### src/rtl/alu_cmd_issuer_pkg.sv
// Shared types for the ALU command issuer: command function codes, ALU opcodes
// and the mapping between them.
package alu_cmd_issuer_pkg;

  typedef enum logic [2:0] {
    FUNC_ADD = 3'd0,
    FUNC_SUB = 3'd1,
    FUNC_AND = 3'd2,
    FUNC_OR  = 3'd3,
    FUNC_SLL = 3'd4,
    FUNC_ROR = 3'd5,
    FUNC_NOP = 3'd6,
    FUNC_ILL = 3'd7
  } cmd_func_e;

  localparam logic [2:0] OP_ADD = 3'b000;
  localparam logic [2:0] OP_SUB = 3'b001;
  localparam logic [2:0] OP_AND = 3'b010;
  localparam logic [2:0] OP_OR  = 3'b011;
  localparam logic [2:0] OP_SLL = 3'b100;
  localparam logic [2:0] OP_ROR = 3'b101;

  // Arithmetic/logic functions map 1:1 onto ALU opcodes; NOP and illegal never
  // enable the ALU, so the opcode driven for them is irrelevant.
  function automatic logic [2:0] func_to_op(cmd_func_e f);
    logic [2:0] op;
    case (f)
      FUNC_ADD: op = OP_ADD;
      FUNC_SUB: op = OP_SUB;
      FUNC_AND: op = OP_AND;
      FUNC_OR:  op = OP_OR;
      FUNC_SLL: op = OP_SLL;
      FUNC_ROR: op = OP_ROR;
      default:  op = OP_ADD;
    endcase
    return op;
  endfunction

  function automatic logic func_uses_alu(cmd_func_e f);
    return (f <= FUNC_ROR);
  endfunction

endpackage

### src/rtl/alu_cmd_issuer_if.sv
// Command, ALU and result bus of the ALU command issuer.
// master = issuer side, slave = command producer / ALU / result consumer side.
interface alu_cmd_issuer_if #(
  parameter int DataSize  = 32,
  parameter int ALUopSize = 3,
  parameter int TagSize   = 4
);
  logic                 cmd_valid;
  logic                 cmd_ready;
  logic [2:0]           cmd_func;
  logic [DataSize-1:0]  cmd_a;
  logic [DataSize-1:0]  cmd_b;
  logic [TagSize-1:0]   cmd_tag;

  logic [ALUopSize-1:0] alu_op;
  logic [DataSize-1:0]  alu_src1;
  logic [DataSize-1:0]  alu_src2;
  logic                 alu_enable;
  logic [DataSize-1:0]  alu_result;
  logic                 alu_overflow;

  logic                 res_valid;
  logic                 res_ready;
  logic [DataSize-1:0]  res_data;
  logic                 res_ovf;
  logic                 res_err;
  logic [TagSize-1:0]   res_tag;

  modport master (
    input  cmd_valid, cmd_func, cmd_a, cmd_b, cmd_tag,
    input  alu_result, alu_overflow, res_ready,
    output cmd_ready, alu_op, alu_src1, alu_src2, alu_enable,
    output res_valid, res_data, res_ovf, res_err, res_tag
  );

  modport slave (
    output cmd_valid, cmd_func, cmd_a, cmd_b, cmd_tag,
    output alu_result, alu_overflow, res_ready,
    input  cmd_ready, alu_op, alu_src1, alu_src2, alu_enable,
    input  res_valid, res_data, res_ovf, res_err, res_tag
  );
endinterface

### src/rtl/alu_cmd_issuer.sv
// Initiator for a combinational ALU: two-stage pipeline (issue, capture) with
// valid/ready on both ends, sticky overflow flag and retired-op counter.
module alu_cmd_issuer
  import alu_cmd_issuer_pkg::*;
#(
  parameter int DataSize  = 32,
  parameter int ALUopSize = 3,
  parameter int TagSize   = 4,
  parameter int CntSize   = 16
) (
  input  logic               clk,
  input  logic               rst_n,
  alu_cmd_issuer_if.master   bus,
  input  logic               clr_sticky,
  output logic               sticky_ovf,
  output logic [CntSize-1:0] op_count
);

  cmd_func_e            func;
  logic                 s1_adv;
  logic                 accept;
  logic                 retire;

  logic                 s1_vld_q;
  logic                 s1_en_q;
  logic                 s1_err_q;
  logic [ALUopSize-1:0] s1_op_q;
  logic [DataSize-1:0]  s1_src1_q;
  logic [DataSize-1:0]  s1_src2_q;
  logic [TagSize-1:0]   s1_tag_q;

  logic                 s2_vld_q;
  logic                 s2_ovf_q;
  logic                 s2_err_q;
  logic [DataSize-1:0]  s2_data_q;
  logic [TagSize-1:0]   s2_tag_q;

  logic                 sticky_q, sticky_d;
  logic [CntSize-1:0]   cnt_q, cnt_d;

  assign func   = cmd_func_e'(bus.cmd_func);
  // S1 may move forward when S2 is empty or S2 is being drained this edge.
  assign s1_adv = s1_vld_q && (!s2_vld_q || bus.res_ready);
  assign bus.cmd_ready = rst_n && (!s1_vld_q || s1_adv);
  assign accept = bus.cmd_valid && bus.cmd_ready;
  assign retire = s2_vld_q && bus.res_ready;

  // Issue stage: latch the accepted command and hold it on the ALU ports.
  always_ff @(posedge clk) begin
    if (!rst_n) begin
      s1_vld_q  <= 1'b0;
      s1_en_q   <= 1'b0;
      s1_err_q  <= 1'b0;
      s1_op_q   <= '0;
      s1_src1_q <= '0;
      s1_src2_q <= '0;
      s1_tag_q  <= '0;
    end else if (accept) begin
      s1_vld_q  <= 1'b1;
      s1_en_q   <= func_uses_alu(func);
      s1_err_q  <= (func == FUNC_ILL);
      s1_op_q   <= ALUopSize'(func_to_op(func));
      s1_src1_q <= bus.cmd_a;
      s1_src2_q <= bus.cmd_b;
      s1_tag_q  <= bus.cmd_tag;
    end else if (s1_adv) begin
      s1_vld_q  <= 1'b0;
    end
  end

  // Capture stage: sample the ALU outputs; NOP/illegal ops yield zero result.
  always_ff @(posedge clk) begin
    if (!rst_n) begin
      s2_vld_q  <= 1'b0;
      s2_ovf_q  <= 1'b0;
      s2_err_q  <= 1'b0;
      s2_data_q <= '0;
      s2_tag_q  <= '0;
    end else if (s1_adv) begin
      s2_vld_q  <= 1'b1;
      s2_data_q <= s1_en_q ? bus.alu_result : '0;
      s2_ovf_q  <= s1_en_q & bus.alu_overflow;
      s2_err_q  <= s1_err_q;
      s2_tag_q  <= s1_tag_q;
    end else if (retire) begin
      s2_vld_q  <= 1'b0;
    end
  end

  // Retire bookkeeping: a retiring overflow beats a simultaneous clear.
  always_comb begin
    cnt_d    = cnt_q;
    sticky_d = sticky_q;
    if (retire) cnt_d = cnt_q + CntSize'(1);
    if (retire && s2_ovf_q) sticky_d = 1'b1;
    else if (clr_sticky)    sticky_d = 1'b0;
  end

  // Counter and sticky flag registers.
  always_ff @(posedge clk) begin
    if (!rst_n) begin
      cnt_q    <= '0;
      sticky_q <= 1'b0;
    end else begin
      cnt_q    <= cnt_d;
      sticky_q <= sticky_d;
    end
  end

  assign bus.alu_op     = s1_op_q;
  assign bus.alu_src1   = s1_src1_q;
  assign bus.alu_src2   = s1_src2_q;
  assign bus.alu_enable = s1_vld_q && s1_en_q;

  assign bus.res_valid  = s2_vld_q;
  assign bus.res_data   = s2_data_q;
  assign bus.res_ovf    = s2_ovf_q;
  assign bus.res_err    = s2_err_q;
  assign bus.res_tag    = s2_tag_q;

  assign sticky_ovf     = sticky_q;
  assign op_count       = cnt_q;

endmodule

### src/flat_wrapper.sv
// flat-port wrapper written by rule: the top's interface ports become plain ports
module alu_cmd_issuer_flat import alu_cmd_issuer_pkg::*;
#(
  parameter int DataSize  = 32,
  parameter int ALUopSize = 3,
  parameter int TagSize   = 4,
  parameter int CntSize   = 16
)
  (clk, rst_n, clr_sticky, sticky_ovf, op_count, bus_cmd_valid, bus_cmd_func, bus_cmd_a, bus_cmd_b, bus_cmd_tag, bus_alu_result, bus_alu_overflow, bus_res_ready, bus_cmd_ready, bus_alu_op, bus_alu_src1, bus_alu_src2, bus_alu_enable, bus_res_valid, bus_res_data, bus_res_ovf, bus_res_err, bus_res_tag);
  alu_cmd_issuer_if #(.DataSize(DataSize), .ALUopSize(ALUopSize), .TagSize(TagSize)) bus_i ();
  input  logic clk;
  input  logic rst_n;
  input  logic clr_sticky;
  output logic sticky_ovf;
  output logic [CntSize-1:0] op_count;
  input wire logic [$bits(bus_i.cmd_valid)-1:0] bus_cmd_valid;
  input wire logic [$bits(bus_i.cmd_func)-1:0] bus_cmd_func;
  input wire logic [$bits(bus_i.cmd_a)-1:0] bus_cmd_a;
  input wire logic [$bits(bus_i.cmd_b)-1:0] bus_cmd_b;
  input wire logic [$bits(bus_i.cmd_tag)-1:0] bus_cmd_tag;
  input wire logic [$bits(bus_i.alu_result)-1:0] bus_alu_result;
  input wire logic [$bits(bus_i.alu_overflow)-1:0] bus_alu_overflow;
  input wire logic [$bits(bus_i.res_ready)-1:0] bus_res_ready;
  output wire logic [$bits(bus_i.cmd_ready)-1:0] bus_cmd_ready;
  output wire logic [$bits(bus_i.alu_op)-1:0] bus_alu_op;
  output wire logic [$bits(bus_i.alu_src1)-1:0] bus_alu_src1;
  output wire logic [$bits(bus_i.alu_src2)-1:0] bus_alu_src2;
  output wire logic [$bits(bus_i.alu_enable)-1:0] bus_alu_enable;
  output wire logic [$bits(bus_i.res_valid)-1:0] bus_res_valid;
  output wire logic [$bits(bus_i.res_data)-1:0] bus_res_data;
  output wire logic [$bits(bus_i.res_ovf)-1:0] bus_res_ovf;
  output wire logic [$bits(bus_i.res_err)-1:0] bus_res_err;
  output wire logic [$bits(bus_i.res_tag)-1:0] bus_res_tag;
  assign bus_i.cmd_valid = bus_cmd_valid;
  assign bus_i.cmd_func = bus_cmd_func;
  assign bus_i.cmd_a = bus_cmd_a;
  assign bus_i.cmd_b = bus_cmd_b;
  assign bus_i.cmd_tag = bus_cmd_tag;
  assign bus_i.alu_result = bus_alu_result;
  assign bus_i.alu_overflow = bus_alu_overflow;
  assign bus_i.res_ready = bus_res_ready;
  assign bus_cmd_ready = bus_i.cmd_ready;
  assign bus_alu_op = bus_i.alu_op;
  assign bus_alu_src1 = bus_i.alu_src1;
  assign bus_alu_src2 = bus_i.alu_src2;
  assign bus_alu_enable = bus_i.alu_enable;
  assign bus_res_valid = bus_i.res_valid;
  assign bus_res_data = bus_i.res_data;
  assign bus_res_ovf = bus_i.res_ovf;
  assign bus_res_err = bus_i.res_err;
  assign bus_res_tag = bus_i.res_tag;
  alu_cmd_issuer #(.DataSize(DataSize), .ALUopSize(ALUopSize), .TagSize(TagSize), .CntSize(CntSize)) u_core (.clk(clk), .rst_n(rst_n), .bus(bus_i), .clr_sticky(clr_sticky), .sticky_ovf(sticky_ovf), .op_count(op_count));
endmodule
### config.mk
export PLATFORM = sky130hd
export DESIGN_NAME = alu_cmd_issuer_flat
export DESIGN_NICKNAME = d
export VERILOG_FILES = /design/src/rtl/alu_cmd_issuer_pkg.sv /design/src/rtl/alu_cmd_issuer_if.sv /design/src/rtl/alu_cmd_issuer.sv /design/src/flat_wrapper.sv
export SDC_FILE = /design/constraint.sdc
export NUM_CORES = 1
export LEC_CHECK = 0
export CAP_MARGIN = 25
export CORE_ASPECT_RATIO = 1.25
export CORE_UTILIZATION = 43
export CTS_CLUSTER_DIAMETER = 40
export DETAILED_ROUTE_END_ITERATION = 10
export PLACE_DENSITY = 0.87
export RECOVER_POWER = 100
export SYNTH_ARGS = -nofsm -noshare
export SYNTH_HDL_FRONTEND = slang
export SYNTH_SLANG_ARGS = --single-unit
### constraint.sdc
create_clock -name clk -period 2.8 [get_ports clk]
set_clock_uncertainty 0.1 [all_clocks]
set_input_delay 0.42 -clock clk [delete_from_list [all_inputs] [get_ports clk]]
set_output_delay 0.42 -clock clk [all_outputs]
set_load 0.02 [all_outputs]
==> results of run 1 <==
## power by group through the flow
stage	sequential [mW]	clock (mW)	combinational (mW)
floorplan	2.11	0	0.153
global route	1.99	2.36	0.625
detailed placement	2.02	0	0.614
global placement	2.02	0	0.603
finish	1.98	2.24	0.584
CTS	1.98	2.28	0.619
## final cells by class
cell class	count	area [um2]	share of cell area, %
repair buffers	244	2450	31.6
multi-input cells	410	1910	24.6
inverters	5	20.0	0.258
flip-flops and latches	130	2600	33.6
well taps	132	165	2.13
clock inverters	9	129	1.66
clock buffers	23	478	6.16
## tightest hold or removal path: cells and delay by family
kind | cells | cell delay [ns]
buffers and inverters | 1 | 0.13
and+or+nand+nor | 2 | 0.15
## registers in the layout, summed over array words and instances, names as in the netlist, 3 cells and up
signal               cells
u_core.bus.alu_src1     32
u_core.bus.alu_src2     32
u_core.bus.res_data     32
u_core.op_count         16
u_core.bus.res_tag       4
u_core.s1_tag_q          4
u_core.bus.alu_op        3
## logic make-up after synthesis
group	share of synthesized area, %
AO/OA/AOI/OAI	6.08
XOR/XNOR	2.05
adder cells (fa/ha/maj)	0.267
buffers and inverters	3.84
flip-flops	55.5
AND/OR/NAND/NOR	32.3
## synth_stat cells, drive strengths merged (4+ instances only)
master    n  area share, %
nand4     6            1.1
nand2   193             15
buf      12            1.1
nand3b    4           0.64
xor2      5           0.93
inv       4           0.32
xnor2     6            1.1
nor3      5           0.53
nand3   108             12
clkbuf   29            2.3
nor2     14            1.1
dfxtp   130             55
a21oi    51            5.4
## how the worst min path moves through the flow
stage	slack, ns	endpoint	start	cells past startpoint
floorplan	0.33	u_core.bus.res_tag[0]	u_core.s1_tag_q[0]	2
global placement	0.34	u_core.bus.res_data[15]	u_core.bus.res_data[15]	2
detailed placement	0.34	u_core.bus.res_err	u_core.s1_err_q	2
CTS	0.21	u_core.s1_tag_q[3]	rst_n	3
global route	0.28	u_core.s1_tag_q[3]	rst_n	3
finish	0.24	u_core.s1_tag_q[3]	rst_n	3
## per-layer routing
metal  track usage, %  up-vias  wire [um]
met2             43.9      196       7290
li1                 -     2393          -
met3             7.85       33       1130
met1             26.7     2275       5280
met4             12.7        0        406
met5                0        -          0
## stage by stage
stage               hold slack, ns  utilization (%)
detailed placement           0.345             67.5
CTS                          0.210             73.2
global placement             0.337             67.5
global route                 0.281             73.1
floorplan                    0.332                -
finish                       0.243             73.1
==> metrics, run 1 <==
syn avg cell area=around 8 um2; CP startpoint=bus_res_ready; WL per Instance=roughly 15 um; sequential element share of the synthesized area=55.5%; cell mode on critical path=dlygate4sd3_1; worst skew pair latency=0.41 ns; Max-cap violations=0; worst r2r src=u_core.bus.res_valid; Worst setup EP type=output port; final std cells w/o fill=between 900 and 1,000; detailed placer's ending HPWL=between 9 and 10 mm; area post-placement=0.00717 mm2; slowest stage cell, crit path=dlygate4sd3_1; setup TNS=0 ns; outcome=finished, final reports clean; CP top delay family=buffers and inverters; Setup Viol. Count Final=0; core area=0.0106 mm2; Yosys warning total=0; CP Capture Point=bus_cmd_ready; Unique masters post-synth=31; number of global-route vias before repair=approximately 4,800; fin crit period=between 2 and 3 ns; Clock power frac=between 40 and 50%; P_int=around 3.7 mW; DR pass1 iterations=4; r2r endpoint=u_core.bus.res_data[10]; Antenna Nets Post-Route=0; via count=between 4,000 and 5,000; Max-slew headroom=~18%; Hold Violations, Final=0; Die Y=roughly 120 um; RSZ-0062 raised after global routing=no; maximum buffer depth of the clock tree=2; # fillers=roughly 760; measured slew at the worst slew-check pin=about 1.2 ns; vias per inst=between 5 and 6; cell count along the critical path=4; most frequent cells in the layout=nand2_1 (193), dfxtp_1 (130), dlygate4sd3_1 (126); Final Cycle Share=roughly 90%; CP startpoint kind=primary input; Top Ports=between 200 and 250; Nets=918; worst min path class=in -> reg; Most used DFF post-synth=dfxtp_1; CTS sink cnt=130; crit path DAT=~2 ns; Syn Inst Count=roughly 590; CTS tree=done; Final Total Pwr=4.80 mW; share of cells above drive strength 1=about 5.5%; Rows=42; H-tree lvl count=4; GPL Wtd Cong=approximately 0.8; Total GRT Usage=25.2%; # hold bufs at CTS=0; die span in x=around 95 um; switching share of power=between 20% and 30%; worst slack at placement=0.504 ns; first-pass GRT wire length=between 20 and 25 mm; Reg2Reg Setup Slack=slightly above 0.7 ns; Port-buffer cells=233; PD cells=between 600 and 700 mW/mm2; f_max=~400 MHz; GRT overflow=0; Max stage delay on crit path=about 0.65 ns; final worst setup slack=~0.29 ns; CP Cell Sequence=dlygate4sd3_1 -> nor2b_1 -> a21oi_1 -> dlygate4sd3_1; placed cell count=between 900 and 1,000; commonest non-fill, non-tap cell in the layout=nand2_1; Synth async-reset ratio=0%; EDFF count, synth=0; DRC viols=0; CP required=around 2.3 ns; Seq pwr share=about two fifths; Logic pwr share=between 10% and 20%; Root Driver=clkbuf_16; largest net degree at the start of global routing=about 70; ANT cells=0; post-CTS sizing=0; final WL=~14 mm; crit path buf inv count=2; syn nets=between 600 and 700; max-slew violations=0; R2R cell count=5; VDD IR-drop max=between 0.4 and 0.5 mV; post-synthesis register bit count=130; Cell Area, Synth=0.00469 mm2; clk slew on worst S/H paths=0.05 ns; initial core utilization=roughly 44%; Psw=roughly 1.1 mW; Crit Path Class=in -> out; Area Growth Syn to Fin=65.3%; initial DRC count=approximately 240; Layout Cell Area excl Fill=0.00775 mm2; Static Leak=approximately 3.4 nW; Post-CTS Setup Bufs=0; TritonCTS buffer count=17; initial antenna violation count=0; critical path fanouts, max=4; area of the die=0.0113 mm2
Power figures use the tool's default switching activity.
==> run 2, diff against run 1 <==
Settings changed: ABC_AREA from default to 1, CORE_UTILIZATION 43 to 44, PLACE_DENSITY 0.87 to 0.88, SLEW_MARGIN from default to 30.
==> metrics, run 2 <==
outcome=finished, violations left; failing checks=max-capacitance violations, max-slew violations; DR pass1 iterations=4 (unchanged); ANT cells=0 (unchanged); f_max=402 MHz (+1.1%); r2r endpoint=u_core.bus.alu_op[0]; Hold Violations, Final=0 (unchanged); TritonCTS buffer count=17 (unchanged); Post-CTS Setup Bufs=0 (unchanged); number of global-route vias before repair=4,488 (-6.3%); fin crit period=2.49 ns (-0.0284 ns); Rows=42 (unchanged); Nets=957 (+4.2%); post-CTS sizing=0 (unchanged); Top Ports=234 (unchanged); clk slew on worst S/H paths=0.05 ns (about the same); CP Capture Point=bus_cmd_ready; placed cell count=960 (+4.2%); Antenna Nets Post-Route=0 (unchanged); measured slew at the worst slew-check pin=1.66 ns (+0.429 ns); final worst setup slack=0.314 ns (+0.0284 ns); Syn Inst Count=627 (+7.0%); Port-buffer cells=233 (unchanged); top cells by area, synth=dfxtp_1 (54%), nand2_1 (16%), o21ai_0 (7.4%); Most used DFF post-synth=dfxtp_1; initial DRC count=156 (-34%); EDFF count, synth=0 (unchanged); Total GRT Usage=24.0% (-1.2 points); top-count cell post-synth=nand2_1; area of the die=0.0115 mm2 (+1.1%); Reg2Reg Setup Slack=0.57 ns (-0.15 ns); CP startpoint kind=primary input; Yosys warning total=0 (unchanged); largest net degree at the start of global routing=84 (+24%); Worst setup EP type=output port; initial core utilization=45.5% (+1.3 points); GPL Wtd Cong=0.792 (-1.1%); die span in x=96.0 um (+0.56%); CTS sink cnt=130 (unchanged); Max stage delay on crit path=0.66 ns (about the same); Area Growth Syn to Fin=59.0%; commonest non-fill, non-tap cell in the layout=nand2_1; VDD IR-drop max=0.427 mV (+4.5%); share of cells above drive strength 1=4.77% (-0.71 points); most frequent cells in the layout=nand2_1 (204), dfxtp_1 (130), dlygate4sd3_1 (125); GRT overflow=0 (unchanged); worst slack at placement=0.428 ns (-0.0761 ns); DRC viols=0 (unchanged); sequential element share of the synthesized area=53.6% (-1.9 points); R2R cell count=9 (+4); syn avg cell area=7.74 um2 (-3.3%); Setup Viol. Count Final=0 (unchanged); critical path fanouts, max=3 (-1); RSZ-0062 raised after global routing=no; # hold bufs at CTS=0 (unchanged); top cell type's share of synthesized area=53.6% (-1.9 points); Post-synth top cells=nand2_1 (203), dfxtp_1 (130), o21ai_0 (72); setup TNS=0 ns (unchanged); post-synthesis register bit count=130 (unchanged); CP required=2.28 ns (about the same); H-tree lvl count=4 (unchanged); # fillers=818 (+7.5%); CP startpoint=bus_res_ready; worst skew pair latency=0.40 ns (about the same); crit path DAT=1.97 ns (-0.02 ns); core area=0.0107 mm2 (+0.49%); CTS tree=done; maximum buffer depth of the clock tree=2 (unchanged); syn nets=737 (+5.9%); Unique masters post-synth=27 (-13%); Static Leak=3.20 nW (-6.7%); worst min path class=in -> reg; final WL=13.4 mm (-4.8%); final std cells w/o fill=992 (+4.1%); Crit Path Class=in -> out; initial antenna violation count=0 (unchanged); PD cells=606 mW/mm2 (-2.2%); slowest stage cell, crit path=dlygate4sd3_1; hold path start=rst_n; Final Cycle Share=88.8% (-1.0 points); vias per inst=4.88 (-5.0%); detailed placer's ending HPWL=9.30 mm (-6.8%); Cell Area, Synth=0.00486 mm2 (+3.5%); top cell type by total area after synthesis=dfxtp_1; Root Driver=clkbuf_16; CP Cell Sequence=clkdlybuf4s50_1 -> nor2_1 -> nand2_2 -> nand2_1 -> inv_1 -> dlygate4sd3_1; Synth async-reset ratio=0% (unchanged); max-slew violations=84 (+84); WL per Instance=13.5 um (-8.6%); Die Y=119 um (+0.56%); Max-cap violations=1 (+1); Max-slew headroom=-10.5% (-29 points); first-pass GRT wire length=21.0 mm (-4.9%); worst r2r src=u_core.bus.res_valid; via count=4,843 (-1.1%)
run 2: area by class of cell:
type	instances	area [um2]	area share (%)
inverter	28	105	1.36
multi-input combinational	430	1890	24.5
sequential	130	2600	33.7
clock inverter	10	109	1.41
tap	132	165	2.14
clock buffer	22	464	6.01
timing repair buffer	240	2380	30.9
run 2: worst max-delay path: cells and delay by family:
family	cells	cell delay (ns)
simple gates	3	0.43
buf+inv	3	1.12
run 2: routing by layer:
metal / global-route usage [%] / routed length, um / up-vias
met5: 0 / 0 / -
met4: 8.77 / 306 / 0
met3: 10.9 / 1340 / 23
met2: 41.4 / 6660 / 192
met1: 25.0 / 5130 / 2158
li1: - / - / 2470
run 2: logic make-up (layout without fill, tap and decap cells):
group / Yosys count / after routing / share of synthesized area (%)
xor+xnor: 1 / 1 / 0.180
compound gates: 137 / 137 / 14.4
fa+ha+maj: 1 / 1 / 0.258
flops: 130 / 130 / 53.6
simple gates: 291 / 291 / 24.5
buf+inv: 67 / 300 / 7.09
run 2: worst min-delay path by stage:
stage	slack, ns	cells past startpoint	to
after floorplan	0.34	2	u_core.s1_err_q
after global placement	0.35	2	u_core.bus.res_data[27]
after detailed placement	0.35	2	u_core.bus.alu_src1[25]
after CTS	0.19	3	u_core.bus.res_err
after global routing	0.25	3	u_core.bus.res_err
final	0.22	3	u_core.bus.res_err
run 2: per-stage QoR:
stage	total power [mW]	hold slack (ns)	area, um2	util, %
global placement	2.63	0.347	7200	67.5
floorplan	2.29	0.344	4860	-
detailed placement	2.64	0.350	7200	67.5
finish	4.68	0.223	7720	72.4
CTS	4.77	0.193	7770	72.9
global route	4.87	0.246	7720	72.4
run 2: report_power, final:
group,internal [mW],switching (mW),total (mW)
clock network,1.35,0.773,2.12
registers,1.94,0.0404,1.98
logic,0.286,0.289,0.575
total,3.58,1.10,4.68
